File: config.mk
export PLATFORM = sky130hd
export DESIGN_NAME = fetch_ctrl
export DESIGN_NICKNAME = d
export VERILOG_FILES = /design/src/rtl/core_pkg.sv /design/src/rtl/fetch_redirect_mux.sv /design/src/rtl/fetch_ctrl.sv
export SDC_FILE = /design/constraint.sdc
export NUM_CORES = 1
export LEC_CHECK = 0
export BUFFER_PORTS_ARGS = -buffer_cell sky130_fd_sc_hd__buf_4
export CAP_MARGIN = 20
export CORE_AREA = 2 2 115 117
export DETAILED_ROUTE_END_ITERATION = 8
export DIE_AREA = 0 0 117 119
export PLACE_DENSITY = 0.76
export SYNTH_ARGS = -nofsm -noshare
export SYNTH_HDL_FRONTEND = slang
export SYNTH_SLANG_ARGS = --single-unit
File: constraint.sdc
create_clock -name clk -period 2.22 [get_ports clk]
set_input_delay 0.444 -clock clk [delete_from_list [all_inputs] [get_ports clk]]
set_output_delay 0.444 -clock clk [all_outputs]
set_load 0.03 [all_outputs]
File: src/rtl/core_pkg.sv
// Shared core definitions: fetch FSM state encoding and instruction constants.
package core_pkg;

   localparam int unsigned INSTR_BYTES = 4;
   localparam logic [31:0] NOP_INSTR   = 32'h0000_0013;

   typedef enum logic [2:0] {
      START,
      FETCH,
      WAIT,
      DRAIN,
      HOLD
   } fetch_state_e;

endpackage

File: src/rtl/fetch_redirect_mux.sv
// Priority select of the redirect source (trap > branch > jump) with the
// target forced to word alignment.
module fetch_redirect_mux #(
   parameter int unsigned XLEN = 32
) (
   input  logic            trap_i,
   input  logic [XLEN-1:0] trap_vec_i,
   input  logic            br_taken_i,
   input  logic [XLEN-1:0] br_target_i,
   input  logic            jmp_i,
   input  logic [XLEN-1:0] jmp_target_i,
   output logic            redir_c,
   output logic [XLEN-1:0] target_c
);

   logic [XLEN-1:0] raw_target;

   always_comb begin
      redir_c    = trap_i | br_taken_i | jmp_i;
      raw_target = jmp_target_i;
      if (trap_i) begin
         raw_target = trap_vec_i;
      end else if (br_taken_i) begin
         raw_target = br_target_i;
      end
      target_c = {raw_target[XLEN-1:2], 2'b00};
   end

endmodule

File: src/rtl/fetch_ctrl.sv
// Fetch sequencer: drives the PC register, issues single-outstanding imem
// requests and holds the fetched instruction for decode.
module fetch_ctrl
   import core_pkg::*;
#(
   parameter int unsigned FETCH_TIMEOUT = 64,
   parameter int unsigned XLEN          = 32
) (
   input  logic            clk,
   input  logic            rst,
   input  logic [XLEN-1:0] pc_i,
   output logic [XLEN-1:0] pc_next_o,
   output logic            pc_stall_o,
   output logic            imem_req_o,
   output logic [XLEN-1:0] imem_addr_o,
   input  logic            imem_rvalid_i,
   input  logic [XLEN-1:0] imem_rdata_i,
   output logic            if_valid_o,
   output logic [XLEN-1:0] if_instr_o,
   output logic [XLEN-1:0] if_pc_o,
   input  logic            id_ready_i,
   input  logic            trap_i,
   input  logic [XLEN-1:0] trap_vec_i,
   input  logic            br_taken_i,
   input  logic [XLEN-1:0] br_target_i,
   input  logic            jmp_i,
   input  logic [XLEN-1:0] jmp_target_i,
   output logic            flush_o,
   output logic            bus_err_o
);

   localparam int unsigned     CNT_W    = $clog2(FETCH_TIMEOUT + 1);
   localparam logic [CNT_W-1:0] CNT_LAST = CNT_W'(FETCH_TIMEOUT - 1);

   fetch_state_e     state;
   logic [CNT_W-1:0] tmo_cnt;
   logic             redir;
   logic [XLEN-1:0]  redir_target;
   logic             adv;
   logic             timeout;

   fetch_redirect_mux #(
      .XLEN (XLEN)
   ) u_redirect_mux (
      .trap_i       (trap_i),
      .trap_vec_i   (trap_vec_i),
      .br_taken_i   (br_taken_i),
      .br_target_i  (br_target_i),
      .jmp_i        (jmp_i),
      .jmp_target_i (jmp_target_i),
      .redir_c      (redir),
      .target_c     (redir_target)
   );

   // PC-register and imem-port controls are combinational so a redirect
   // takes effect in the cycle it is raised.
   assign adv         = (state == HOLD) & id_ready_i;
   assign timeout     = (tmo_cnt == CNT_LAST);
   assign flush_o     = redir;
   assign pc_stall_o  = !(redir | adv);
   assign pc_next_o   = redir ? redir_target : pc_i + XLEN'(INSTR_BYTES);
   assign imem_req_o  = (state == FETCH) & !redir;
   assign imem_addr_o = pc_i;

   always_ff @(posedge clk) begin
      if (!rst) begin
         state      <= START;
         tmo_cnt    <= '0;
         if_valid_o <= 1'b0;
         if_instr_o <= '0;
         if_pc_o    <= '0;
         bus_err_o  <= 1'b0;
      end else begin
         bus_err_o <= 1'b0;
         case (state)
            START: begin
               state <= FETCH;
            end

            // A redirect here suppresses the request; the PC loads the
            // target and the request goes out next cycle instead.
            FETCH: begin
               if (!redir) begin
                  state   <= WAIT;
                  tmo_cnt <= '0;
               end
            end

            WAIT: begin
               if (imem_rvalid_i) begin
                  tmo_cnt <= '0;
                  if (redir) begin
                     state <= FETCH;
                  end else begin
                     if_instr_o <= imem_rdata_i;
                     if_pc_o    <= pc_i;
                     if_valid_o <= 1'b1;
                     state      <= HOLD;
                  end
               end else if (redir) begin
                  tmo_cnt <= '0;
                  state   <= DRAIN;
               end else if (timeout) begin
                  tmo_cnt   <= '0;
                  bus_err_o <= 1'b1;
                  state     <= FETCH;
               end else begin
                  tmo_cnt <= tmo_cnt + CNT_W'(1);
               end
            end

            // The stale response must land before a new request may issue.
            DRAIN: begin
               if (imem_rvalid_i) begin
                  tmo_cnt <= '0;
                  state   <= FETCH;
               end else if (timeout) begin
                  tmo_cnt   <= '0;
                  bus_err_o <= 1'b1;
                  state     <= FETCH;
               end else begin
                  tmo_cnt <= tmo_cnt + CNT_W'(1);
               end
            end

            HOLD: begin
               if (redir | id_ready_i) begin
                  if_valid_o <= 1'b0;
                  state      <= FETCH;
               end
            end

            default: begin
               state <= START;
            end
         endcase
      end
   end

endmodule
* After elaboration in Yosys (flattened, before gate mapping)
Index checks and enable logic that the tools add are counted.
** Cells by class
- $add $sub $neg :: 2
- Multipliers :: 0
- Div/mod/pow operators :: 0
- Order comparisons :: 0
- Eq/ne operators :: 9
- Shift operators :: 0
- Mux-type cells :: 26
- Bitwise operators :: 7
- Reduce and logical (&&, ||, !) cells :: 9
** Operators with widths (count)
- $mux 32 :: 3
- $mux 7 :: 5
- $add 32x3->32 const B :: 1
- $mux 3 :: 7
- $pmux 7 s3 :: 1
- $pmux 3 s5 :: 1
- $add 7x1->7 const B :: 1
- $eq 7x6->1 const B :: 1
- $mux 1 :: 7
- $eq 3x2->1 const B :: 2
- $ne 2x2->1 const B :: 3
- $or 1x1->1 :: 4
- $pmux 1 s2 :: 2
- $reduce_and 2->1 :: 2
- $reduce_and 4->1 :: 1
- $eq 3x1->1 const B :: 1
- $eq 3x3->1 const B :: 1
- $logic_not 3->1 :: 1
- $reduce_and 3->1 :: 1
- $reduce_bool 3->1 :: 1
- $and 1x1->1 :: 2
- $logic_not 1->1 :: 2
- $ne 2x1->1 const B :: 1
- $reduce_bool 2->1 :: 1
- $not 1->1 :: 1
** Word-level totals
- Register bits :: 76
- Bits in latches :: 0
- RAM bits :: 0
- Bits in read-only memories :: 0
- Input bits :: 167
- Output and inout port bits :: 133
- Logic and storage cells :: 59
- Memories :: 0

* Depth between registers and ports, before layout
- Depth after elaboration :: 5
- Depth in mapped cells :: 8
- Mapped depth without buffers :: 6

* By module
A second synthesis with hierarchy kept.
** Second synthesis, totals
- Cells, all modules :: 655
- Area, all modules :: 4858.4 um^2
** By module, submodules not included
- fetch_ctrl :: instances 1, cells an instance 550, area an instance 4154.0 um^2, seq. area each 1521.5 um^2
- fetch_redirect_mux :: instances 1, cells an instance 105, area an instance 704.4 um^2, seq. area each 0.0 um^2

* Worst setup path after synthesis
Ideal clock, no wire load.
- Path type :: input to output
- From :: input trap_i
- To :: output pc_next_o[2]
- Data arrival time :: 2067 ps
- Data required time :: 1776 ps
- Setup slack :: -291 ps
- Stages :: 5
- Buffers on the path :: 2
- Cell sequence :: clkbuf_1 -> nor3_2 -> inv_2 -> buf_1 -> o21ai_0
** On the way
- Longest elaborated chain between the ends :: 3
- Elaborated cells on any way between the ends :: 4
- Classes of those cells :: 2 x mux; 2 x bitwise
** Ends and longest elaborated chain
- start: declaration :: RTL line fetch_ctrl.sv:22 : input logic trap_i,
- $or 1x1->1 (2 in series) :: RTL line fetch_redirect_mux.sv:19 : redir_c = trap_i | br_taken_i | jmp_i;
- named net flush_o :: RTL line fetch_ctrl.sv:28 : output logic flush_o,
- $mux 32 :: RTL line fetch_ctrl.sv:61 : assign pc_next_o = redir ? redir_target : pc_i + XLEN'(INSTR_BYTES);
- end: declaration :: RTL line fetch_ctrl.sv:12 : output logic [XLEN-1:0] pc_next_o,
The timed path passes the listed nets, and every way through them passes these cells.

* Final worst setup path
- From :: input pc_i[18]
- To :: output pc_next_o[31]
** On the way
- Longest elaborated chain between the ends :: 2
** Ends and longest elaborated chain
- start: declaration :: RTL line fetch_ctrl.sv:11 : input logic [XLEN-1:0] pc_i,
- $add 32x3->32 :: RTL line fetch_ctrl.sv:61
- $mux 32 :: RTL line fetch_ctrl.sv:61
No other way between the ends.

==> results.txt <==
* Min-delay src: imem_rdata_i[25]
- Final Instance Count excl. Fillers: 1,060
- The wire-length estimate of the detail-placed layout is 12.64 mm.
- Clock latency on the worst-skew pair, taken at its later pin, is 0.32 ns.
- Counting flops and latches in the post-synthesis netlist gives 76.
* Initial antenna violation count: 0
- Library cell with the highest instance count after synthesis: sky130_fd_sc_hd__nand2_1
- Detailed Route WL: 16.17 mm
- Final hold analysis gives a worst-case slack of 0.3636 ns.
- Measured along the y axis, the die boundary spans 119 um.
- In this run the tightest slew margin relative to its limit is 62.47%.
* Predominant post-synthesis flop cell: sky130_fd_sc_hd__dfxtp_1
- In this run the register-to-register setup slack is 0.67 ns.
* Total Power: 0.003622 W
* Via count: 5,202
* Final worst setup slack: -0.07226 ns
- Mapped Avg Cell Area: 7.385 um2
* Core box area: 0.01287 mm2
* Violations in the final reports: negative setup slack
- Violation count after the first detailed-route iteration: 298
* Worst clock skew: 0.005804 ns
- Final Setup Violations: 10
- Cell type with the largest total area after synthesis: sky130_fd_sc_hd__dfxtp_1
- The total overflow left after global routing is 0.
- The count of buffers added on input and output ports is 293.
- After clock tree synthesis, the clock-pin slew on the worst setup and hold paths is 0.06 ns.
- The count of final max-slew check failures is 0.
* Max H-tree Level: 3
* Antenna diode count: 0
- Starting density of the core: 34.07%
* Drt first pass iters: 7
* Post-synthesis cell area: 0.004387 mm2
- Total of warnings raised by yosys: 0
- TritonCTS built the clock tree.
* Number of different library cells in the post-synthesis netlist: 47
* Placed Instances: 1,042
- Highest Clock Rate: 436.3 MHz
- In this run the worst path has a maximum fanout of 4.
- Vias per std cell: 4.908
- Count of clock tree sinks: 76
- Power spread over the standard cell area amounts to 496.5 mW/mm2.
- With fillers left out, the area of the finished cells amounts to 0.007295 mm2.
- Critical register-to-register path startpoint: state[1]
* R2r worst-path depth: 5
* First-pass GRT wire length: 23.76 mm
- The path with the worst hold slack has its endpoint at if_instr_o[25].
* Number of rows in the core area: 42
- Post-Syn Nets: 763
- Total GRT Usage: 21.65%
- The run finished, with violations left.
* Number of I/O pins: 300
- Unrepaired setup endpoints after global routing: true
- The congestion estimate from routability-driven global placement came to 0.8735.
- For this design the static power due to leakage is 3.184 nW.
* Maximum clock insertion buffer count: 2
- Cells with a size suffix above 1 make up 44.57% of the layout.
* Share of synthesized area occupied by flip-flops and latches: 34.68%
* Portion of the clock cycle consumed by the worst path in the final layout: 103.3%
- Worst hold path class: input pin to flop
* Nets: 1,049
- Vias in the first global route: 4,852
- In the final routed layout, each cell accounts on average for 15.26 um.
* Most frequent cells after synthesis: sky130_fd_sc_hd__nand2_1 (155), sky130_fd_sc_hd__a21oi_1 (91), sky130_fd_sc_hd__dfxtp_1 (76), sky130_fd_sc_hd__buf_4 (37), sky130_fd_sc_hd__nor2_1 (34)
- The worst register-to-register path ends at tmo_cnt[3].
- The routed design could run at a clock period as short as 2.292 ns.
- Buffers inserted during clock tree synthesis total 9.
- The final count of hold timing violations was 0.
- Antenna violation net count after detailed routing: 0
- In the routed design, unresolved DRC markers number 0.
- Fraction of synthesis flops using an asynchronous set or reset pin: 0%
- For the pin with the worst max-slew slack, the measured transition is 0.5624 ns.
- Entering global routing, the biggest net connects 49 pins.
- Post-placement worst setup slack: -0.1700 ns
* Post-Synthesis Cells: 594
* Worst Setup Path Type: input pin to primary output
* Endpoint arrival time on the critical path: 1.85 ns
- Yosys top cell area share: 34.68%
- Nature of the critical path startpoint: input pin
* Number of synthesized flops with an enable pin: 0
- Die X: 117 um
- Top cells by area in the synthesized netlist: sky130_fd_sc_hd__dfxtp_1 (35%), sky130_fd_sc_hd__nand2_1 (13%), sky130_fd_sc_hd__a21oi_1 (10%)
- Synth-to-Final Area Change: 66.29%
* Cell area after placement: 0.006882 mm2
- Max-cap violation count: 0
* Required @ worst endpoint: 1.78 ns
- Maximum resistive drop on vdd: 299.2 uV
- The die covers 0.01392 mm2.
* Critical Path End Type: primary output
* Hold Path Cell Cnt: 3
- The cell sitting at the root of the clock tree is a sky130_fd_sc_hd__clkbuf_16.
- Fill cells in the final layout number 1,221.
power breakdown:
part,internal (W),switching (W)
clock,0.000749,0.000567
combinational,0.000443,0.000492
sequential,0.00137,0.00000429
total,0.00256,0.00106
layout make-up:
type | count | area [um2] | area share, %
repair buffers | 345 | 2696 | 36.96
multi-input cells | 441 | 2562 | 35.13
flip-flops and latches | 76 | 1521 | 20.86
clock buffers | 9 | 225.2 | 3.087
well taps | 176 | 220.2 | 3.019
clock inverters | 6 | 42.54 | 0.5832
inverters | 7 | 26.28 | 0.3602
per-stage QoR:
step           TNS (ns)  utilization [%]
5_1_grt          -1.425            56.66
3_3_place_gp     -1.335            53.45
3_5_place_dp     -1.447            53.45
2_1_floorplan    -1.201                -
6_report        -0.3563            56.66
4_1_cts         -0.3929            56.37
placed cells by master, fill, tap and decap left out, types with 4 or more instances in the layout:
cell type / n
sky130_fd_sc_hd__a211oi_1: 13
sky130_fd_sc_hd__inv_1: 5
sky130_fd_sc_hd__xor2_1: 17
sky130_fd_sc_hd__buf_12: 4
sky130_fd_sc_hd__a21oi_2: 11
sky130_fd_sc_hd__a21oi_1: 80
sky130_fd_sc_hd__clkbuf_16: 9
sky130_fd_sc_hd__xnor2_1: 10
sky130_fd_sc_hd__nand2_1: 154
sky130_fd_sc_hd__o21ai_0: 9
sky130_fd_sc_hd__nand4_1: 7
sky130_fd_sc_hd__buf_4: 327
sky130_fd_sc_hd__nor2_1: 33
sky130_fd_sc_hd__buf_6: 13
sky130_fd_sc_hd__and3_1: 7
sky130_fd_sc_hd__a22oi_1: 11
sky130_fd_sc_hd__o221ai_1: 9
sky130_fd_sc_hd__nor3_1: 4
sky130_fd_sc_hd__o22ai_1: 5
sky130_fd_sc_hd__dfxtp_1: 76
sky130_fd_sc_hd__mux2i_1: 14
sky130_fd_sc_hd__nand3_1: 9
worst max-delay path by stage:
stage	from	end	slack (ns)
after floorplan	trap_i	pc_next_o[22]	-0.15
after global placement	pc_i[15]	pc_next_o[26]	-0.17
after detailed placement	pc_i[15]	pc_next_o[26]	-0.17
after CTS	pc_i[5]	pc_next_o[26]	-0.07
after global routing	pc_i[5]	pc_next_o[26]	-0.14
final	pc_i[18]	pc_next_o[31]	-0.07
cells by family after synthesis:
family / share of synthesized area (%)
AO/OA/AOI/OAI: 21.02
XOR/XNOR: 5.590
adder cells (fa/ha/maj): 0.5704
buffers and inverters: 10.10
flip-flops: 34.68
multiplexers: 3.194
AND/OR/NAND/NOR: 24.84
what timing repair did:
action / CTS / global route
resized for setup: 21 / 5
hold endpoints to repair: 0 / 0
hold buffers: 0 / 0
setup buffers: 2 / 1
pin swaps: 12 / 9
setup endpoints to repair: 15 / 17
per-layer routing:
metal	part of all wire, %	vias to the layer above	track usage, %	wire (um)
met3	7.5	45	4.682	1215
li1	-	2598	-	-
met2	51	211	38.55	8176
met4	3.9	0	10.37	637
met1	38	2348	24.00	6142
met5	0	-	0	0
registers in the layout (all words and copies together) (netlist names):
| register | cells |
|---|---|
| bus_err_o | 1 |
| if_instr_o | 32 |
| if_pc_o | 32 |
| if_valid_o | 1 |
| state | 3 |
| tmo_cnt | 7 |
worst max-delay path, stage by stage:
cell and delay [ns]:
sky130_fd_sc_hd__buf_6 0.07, sky130_fd_sc_hd__nand4_1 0.16, sky130_fd_sc_hd__nor4_1 0.33, sky130_fd_sc_hd__buf_4 0.20, sky130_fd_sc_hd__nand4b_1 0.15, sky130_fd_sc_hd__xor2_1 0.20
sky130_fd_sc_hd__a21oi_2 0.14, sky130_fd_sc_hd__buf_6 0.14
(Power assumes the default switching activity.)
